### config.mk
export PLATFORM = sky130hd
export DESIGN_NAME = pipelined_cla_adder
export DESIGN_NICKNAME = d
export VERILOG_FILES = /design/src/rtl/pipelined_cla_adder.sv
export SDC_FILE = /design/constraint.sdc
export NUM_CORES = 1
export LEC_CHECK = 0
export CORE_MARGIN = 3
export CORE_UTILIZATION = 55
export DETAILED_ROUTE_END_ITERATION = 10
export PLACE_DENSITY_LB_ADDON = 0.12
export REMOVE_ABC_BUFFERS = 1
export SYNTH_ARGS = -nofsm -noshare
export SYNTH_HDL_FRONTEND = slang
export SYNTH_SLANG_ARGS = --single-unit
### constraint.sdc
create_clock -name clk -period 5.3 [get_ports clk]
set_input_delay 1.06 -clock clk [delete_from_list [all_inputs] [get_ports clk]]
set_output_delay 1.06 -clock clk [all_outputs]
set_load 0.05 [all_outputs]
### src/rtl/pipelined_cla_adder.sv
// Pipelined carry-lookahead adder/subtractor: the word is cut into STAGES segments,
// each a BLOCK-grouped lookahead adder, with the segment carry registered between stages.
module pipelined_cla_adder #(
   parameter int WIDTH  = 16,
   parameter int BLOCK  = 4,
   parameter int STAGES = 2
) (
   input  logic             clk,
   input  logic             rst,
   input  logic             in_valid,
   output logic             in_ready,
   input  logic [WIDTH-1:0] a,
   input  logic [WIDTH-1:0] b,
   input  logic             c0,
   input  logic             sub,
   output logic             out_valid,
   input  logic             out_ready,
   output logic [WIDTH-1:0] s,
   output logic [WIDTH-1:0] c,
   output logic             co,
   output logic             ovf,
   output logic             p,
   output logic             g
);
   localparam int SEG  = WIDTH / STAGES;
   localparam int NBLK = SEG / BLOCK;

   if (WIDTH % (STAGES * BLOCK) != 0) begin : g_bad_cfg
      $error("pipelined_cla_adder: WIDTH must be a multiple of STAGES*BLOCK");
   end

   typedef struct packed {
      logic [SEG-1:0] sum;
      logic [SEG-1:0] cv;
      logic           co;
      logic           p;
      logic           g;
   } seg_t;

   // Two-level lookahead: cr[i] is the sum-of-products of generate/propagate terms,
   // so no carry ripples through the bits of a group.
   function automatic logic [BLOCK:0] block_carries(input logic [BLOCK-1:0] gv,
                                                    input logic [BLOCK-1:0] pv,
                                                    input logic             ci);
      logic [BLOCK:0] cr;
      logic           t;
      for (int i = 0; i <= BLOCK; i++) begin
         cr[i] = ci;
         for (int m = 0; m < i; m++) cr[i] = cr[i] & pv[m];
         for (int m = 0; m < i; m++) begin
            t = gv[m];
            for (int n = m + 1; n < i; n++) t = t & pv[n];
            cr[i] = cr[i] | t;
         end
      end
      return cr;
   endfunction

   function automatic seg_t seg_add(input logic [SEG-1:0] x,
                                    input logic [SEG-1:0] y,
                                    input logic           ci);
      seg_t           r;
      logic [SEG-1:0] pb;
      logic [SEG-1:0] gb;
      logic [NBLK:0]  bc;
      logic [BLOCK:0] lc;
      logic           bp;
      logic           bg;
      logic           gs;
      pb    = x ^ y;
      gb    = x & y;
      bc[0] = ci;
      gs    = 1'b0;
      r.cv  = '0;
      for (int j = 0; j < NBLK; j++) begin
         lc = block_carries(gb[j*BLOCK +: BLOCK], pb[j*BLOCK +: BLOCK], bc[j]);
         r.cv[j*BLOCK +: BLOCK] = lc[BLOCK-1:0];
         lc = block_carries(gb[j*BLOCK +: BLOCK], pb[j*BLOCK +: BLOCK], 1'b0);
         bg = lc[BLOCK];
         bp = &pb[j*BLOCK +: BLOCK];
         bc[j+1] = bg | (bp & bc[j]);
         gs      = bg | (bp & gs);
      end
      r.sum = pb ^ r.cv;
      r.co  = bc[NBLK];
      r.p   = &pb;
      r.g   = gs;
      return r;
   endfunction

   logic             en;
   logic [WIDTH-1:0] beff;
   logic             cin;

   // One global enable: the whole pipe, bubbles included, moves or holds together.
   assign en       = !out_valid || out_ready;
   assign in_ready = en;
   assign beff     = sub ? ~b : b;
   assign cin      = sub ? 1'b1 : c0;

   for (genvar k = 0; k < STAGES; k++) begin : g_stage
      localparam int RIN = WIDTH - k * SEG;

      logic [RIN-1:0]       a_in;
      logic [RIN-1:0]       b_in;
      logic                 ci;
      logic                 pw_in;
      logic                 gw_in;
      logic                 vld_in;
      seg_t                 res;
      logic [(k+1)*SEG-1:0] s_nx;
      logic [(k+1)*SEG-1:0] c_nx;
      logic [(k+1)*SEG-1:0] s_p;
      logic [(k+1)*SEG-1:0] c_p;
      logic                 cy_p;
      logic                 pw_p;
      logic                 gw_p;
      logic                 vld_p;

      if (k == 0) begin : g_head
         assign a_in   = a;
         assign b_in   = beff;
         assign ci     = cin;
         assign pw_in  = 1'b1;
         assign gw_in  = 1'b0;
         assign vld_in = in_valid;
         assign s_nx   = res.sum;
         assign c_nx   = res.cv;
      end else begin : g_body
         assign a_in   = g_stage[k-1].g_fwd.a_p;
         assign b_in   = g_stage[k-1].g_fwd.b_p;
         assign ci     = g_stage[k-1].cy_p;
         assign pw_in  = g_stage[k-1].pw_p;
         assign gw_in  = g_stage[k-1].gw_p;
         assign vld_in = g_stage[k-1].vld_p;
         assign s_nx   = {res.sum, g_stage[k-1].s_p};
         assign c_nx   = {res.cv, g_stage[k-1].c_p};
      end

      assign res = seg_add(a_in[SEG-1:0], b_in[SEG-1:0], ci);

      // Stage k boundary: finished low segments accumulate, word P/G fold in this segment.
      always_ff @(posedge clk or posedge rst) begin
         if (rst) begin
            vld_p <= 1'b0;
            s_p   <= '0;
            c_p   <= '0;
            cy_p  <= 1'b0;
            pw_p  <= 1'b0;
            gw_p  <= 1'b0;
         end else if (en) begin
            vld_p <= vld_in;
            s_p   <= s_nx;
            c_p   <= c_nx;
            cy_p  <= res.co;
            pw_p  <= pw_in & res.p;
            gw_p  <= res.g | (res.p & gw_in);
         end
      end

      if (k < STAGES - 1) begin : g_fwd
         logic [RIN-SEG-1:0] a_p;
         logic [RIN-SEG-1:0] b_p;
         always_ff @(posedge clk or posedge rst) begin
            if (rst) begin
               a_p <= '0;
               b_p <= '0;
            end else if (en) begin
               a_p <= a_in[RIN-1:SEG];
               b_p <= b_in[RIN-1:SEG];
            end
         end
      end
   end

   assign out_valid = g_stage[STAGES-1].vld_p;
   assign s         = g_stage[STAGES-1].s_p;
   assign c         = g_stage[STAGES-1].c_p;
   assign co        = g_stage[STAGES-1].cy_p;
   assign p         = g_stage[STAGES-1].pw_p;
   assign g         = g_stage[STAGES-1].gw_p;
   assign ovf       = c[WIDTH-1] ^ co;

endmodule

==> results.toml <==
[run_status]
status = "finished clean"

[setup_path]
critPathLaunch = "out_ready"
required_ns = 4.24
cpMaxStageDelayCell = "clkdlybuf4s50_1"
path_depth = 4
path_cells = "clkdlybuf4s50_1 > nor2b_4 > inv_2 > clkdlybuf4s50_1"
timing.critical_path.to = "in_ready"
reg2reg_to = "s[14]"
crit_type = "in2out"
crit_path_max_incr_delay_ns = 0.79
critPathCaptureType = "primary output"
critPathBufInv = 3
worst_setup_path_start_kind = "primary input"
path_delay_family = "buffers and inverters"
path_common_cell = "clkdlybuf4s50_1"
reg2reg_from = "g_stage[0].g_fwd.a_p[1]"
reg2regPathDepth = 10
critPathMaxFanout = 2
r2r_setup_slack_ns = 3.04
crit_arrival_ns = 2.48

[global_route]
top_usage_layer = "met2"
grt_overflow = 0
grt_use_met3 = 0.03170
grt_pass1_vias = 2592
grt_util_all_layers = 0.2088
antenna_found_initial = 0
grt_util_met2 = 0.3448
grt_use_met1 = 0.2683
grt_max_degree = 95
grt_pass1_wl_um = 12130

[drt]
wire_per_inst_um = 13.34
drtIter0Drc = 62
drcViolationCount = 0
via_per_inst = 5.083
vias = 2679
firstDrtPassIters = 6
drtAntennaViolNets = 0
wl_um = 7028

[yosys]
syn_area_um2 = 3527
yosys_warnings = 0
synth.distinct_cells = 32
syn_inst = 374
yosys_register_bits = 72
synth.avg_cell_area_um2 = 9.431
yosysSeqAreaShare = 0.5108

[power]
pwr-share-comb = 0.446
p_int_mw = 1.237
pwr-share-clk = 0.189
power_density_nw_per_um2 = 472.5
ir_drop_mv = 0.2800
switchingPower_uw = 887.1
power.leakage_nw = 2.085
seqPwrFrac = 0.365
switching_share = 0.4176

[cells_and_area]
nNetsFinal = 509
area_growth_pct = 27.49
drive_above_1_share = 0.06416
antenna_cells = 0
fillers = 451

[clock_tree]
holdBufCountCts = 0
post_cts.repair.setup_buffers = 0
clockBufferDepth = 2
clk_latency_ns = 0.33
cts.reportedPaths.clkPinSlew_ns = 0.07
cts_tree = "built"
cts-resized-gates = 0
ctsRootBufferMaster = "clkbuf_8"
cts_max_level = 3
cts.sinks = 72
numCtsBuffers = 9

[timing]
fin_skew_ns = 0.008536
hold_viol = 0
hold_ws_ns = 0.4602
period_share = 0.6671
tightest_slew_ns = 0.9139
finalCriticalPeriod_ns = 3.535
maxSlewHeadroom = 0.3898
slew_viol_final = 0
fmax_ghz = 0.2828
setup_violations = 0
final.setup.tns_ns = 0
rsz0062_at_grt = "no"

[floorplan]
die_x_um = 86.08
rows = 28
floorplan.initialDensity = 0.5820
dieHeight_um = 86.08
die-area_um2 = 7410
core_area_um2 = 6061
ioPinCount = 76

[worst_hold_path]
hold_class = "reg2reg"

[place]
place_hpwl_um = 4986
gp_congestion = 0.8283
port_buffers = 75

[job]
maxCapViolCount = 0
-- cells by family after synthesis --
group                      share of synthesized area
xor gates and xnor gates                     0.07201
buffers and inverters                        0.03831
adders and majority gates                    0.09365
AOI/OAI and AO/OA                             0.1085
and+or+nand+nor                               0.1767
DFF                                           0.5108
-- layout make-up --
class                           count  area [um^2]  area share
Inverter                           11        41.29    0.009182
Timing Repair Buffer               79        780.7      0.1736
Clock inverter                      3        15.01    0.003339
Tap cell                           75        93.84     0.02087
Sequential cell                    72         1802      0.4007
Multi-Input combinational cell    274         1595      0.3548
Clock buffer                       13        168.9     0.03756
-- synthesized netlist by cell type, drive strengths merged --
cell type,number,area (um^2)
a211oi,2,15.01
o21ai,16,83.83
fa,4,80.08
nand2b,1,6.260
a22oi,1,12.51
xor2,18,157.7
nand4,2,12.51
nor2,42,162.6
o21a,4,30.03
ha,20,250.2
a21oi,33,165.2
o211ai,4,30.03
nor3,2,10.01
nand3b,1,7.510
dfrtp,72,1802
inv,11,41.29
and2b,1,7.510
clkbuf,2,7.510
nand3,1,5.000
nand2,102,385.4
nor2b,1,8.760
o221ai,1,15.01
xnor2,11,96.34
a31oi,5,31.28
buf,15,86.33
and4,2,17.52
-- placed cells by master, fill, tap and decap left out, drive strengths merged, types with 3 or more instances in the layout --
master	n
a31oi	5
xor2	18
buf	4
nor2	42
ha	20
a21oi	33
dfrtp	72
o21ai	16
clkbuf	13
inv	11
clkdlybuf4s50	75
fa	4
nand2	102
clkinv	3
o211ai	4
xnor2	11
o21a	4
-- per-stage QoR --
step / area (um^2) / utilization / setup WS, ns / std cells / power, mW
detailed placement: 4313 / 0.7116 / 1.542 / 511 / 1.740
floorplan: 3433 / - / 1.420 / 357 / 1.424
finish: 4497 / 0.7419 / 1.765 / 527 / 2.125
global route: 4497 / 0.7419 / 1.700 / 527 / 2.248
CTS: 4497 / 0.7419 / 1.758 / 527 / 2.141
global placement: 4313 / 0.7116 / 1.649 / 511 / 1.718
-- registers in the layout, indices dropped and copies added, names as in the netlist, 8 cells and up --
register / count
s: 16
g_stage.g_fwd.b_p: 8
g_stage.s_p: 8
g_stage.c_p: 8
g_stage.g_fwd.a_p: 8
c: 16
-- worst reg2reg max path, delay by kind of cell (launching register included) --
family | cells | cell delay [ns]
xor gates and xnor gates | 1 | 0.16
adders and majority gates | 2 | 0.58
and+or+nand+nor | 2 | 0.35
AOI/OAI and AO/OA | 4 | 0.56
DFF | 1 | 0.39
buffers and inverters | 1 | 0.06
-- worst min path at each step --
stage	slack [ns]	to	cells after the start	start
after floorplan	0.43	g_stage[0].vld_p	2	g_stage[0].vld_p
after global placement	0.44	out_valid	1	g_stage[0].vld_p
after detailed placement	0.45	g_stage[0].vld_p	2	g_stage[0].vld_p
after CTS	0.46	g_stage[0].vld_p	2	g_stage[0].vld_p
after global routing	0.47	out_valid	1	g_stage[0].vld_p
final	0.46	g_stage[0].vld_p	2	g_stage[0].vld_p
-- power by group through the flow --
stage	sequential [mW]	combinational, mW	clock [mW]
after floorplan	1.10	0.324	0
after global placement	0.781	0.937	0
after detailed placement	0.788	0.951	0
after CTS	0.778	0.956	0.407
after global routing	0.798	1.02	0.431
final	0.776	0.948	0.401
-- routing by layer --
metal / wire length, um / up-vias
met4: 138 / 0
met2: 3490 / 58
li1: - / 1365
met1: 3148 / 1245
met3: 251 / 11
met5: 0 / -
(Power assumes the default switching activity.)
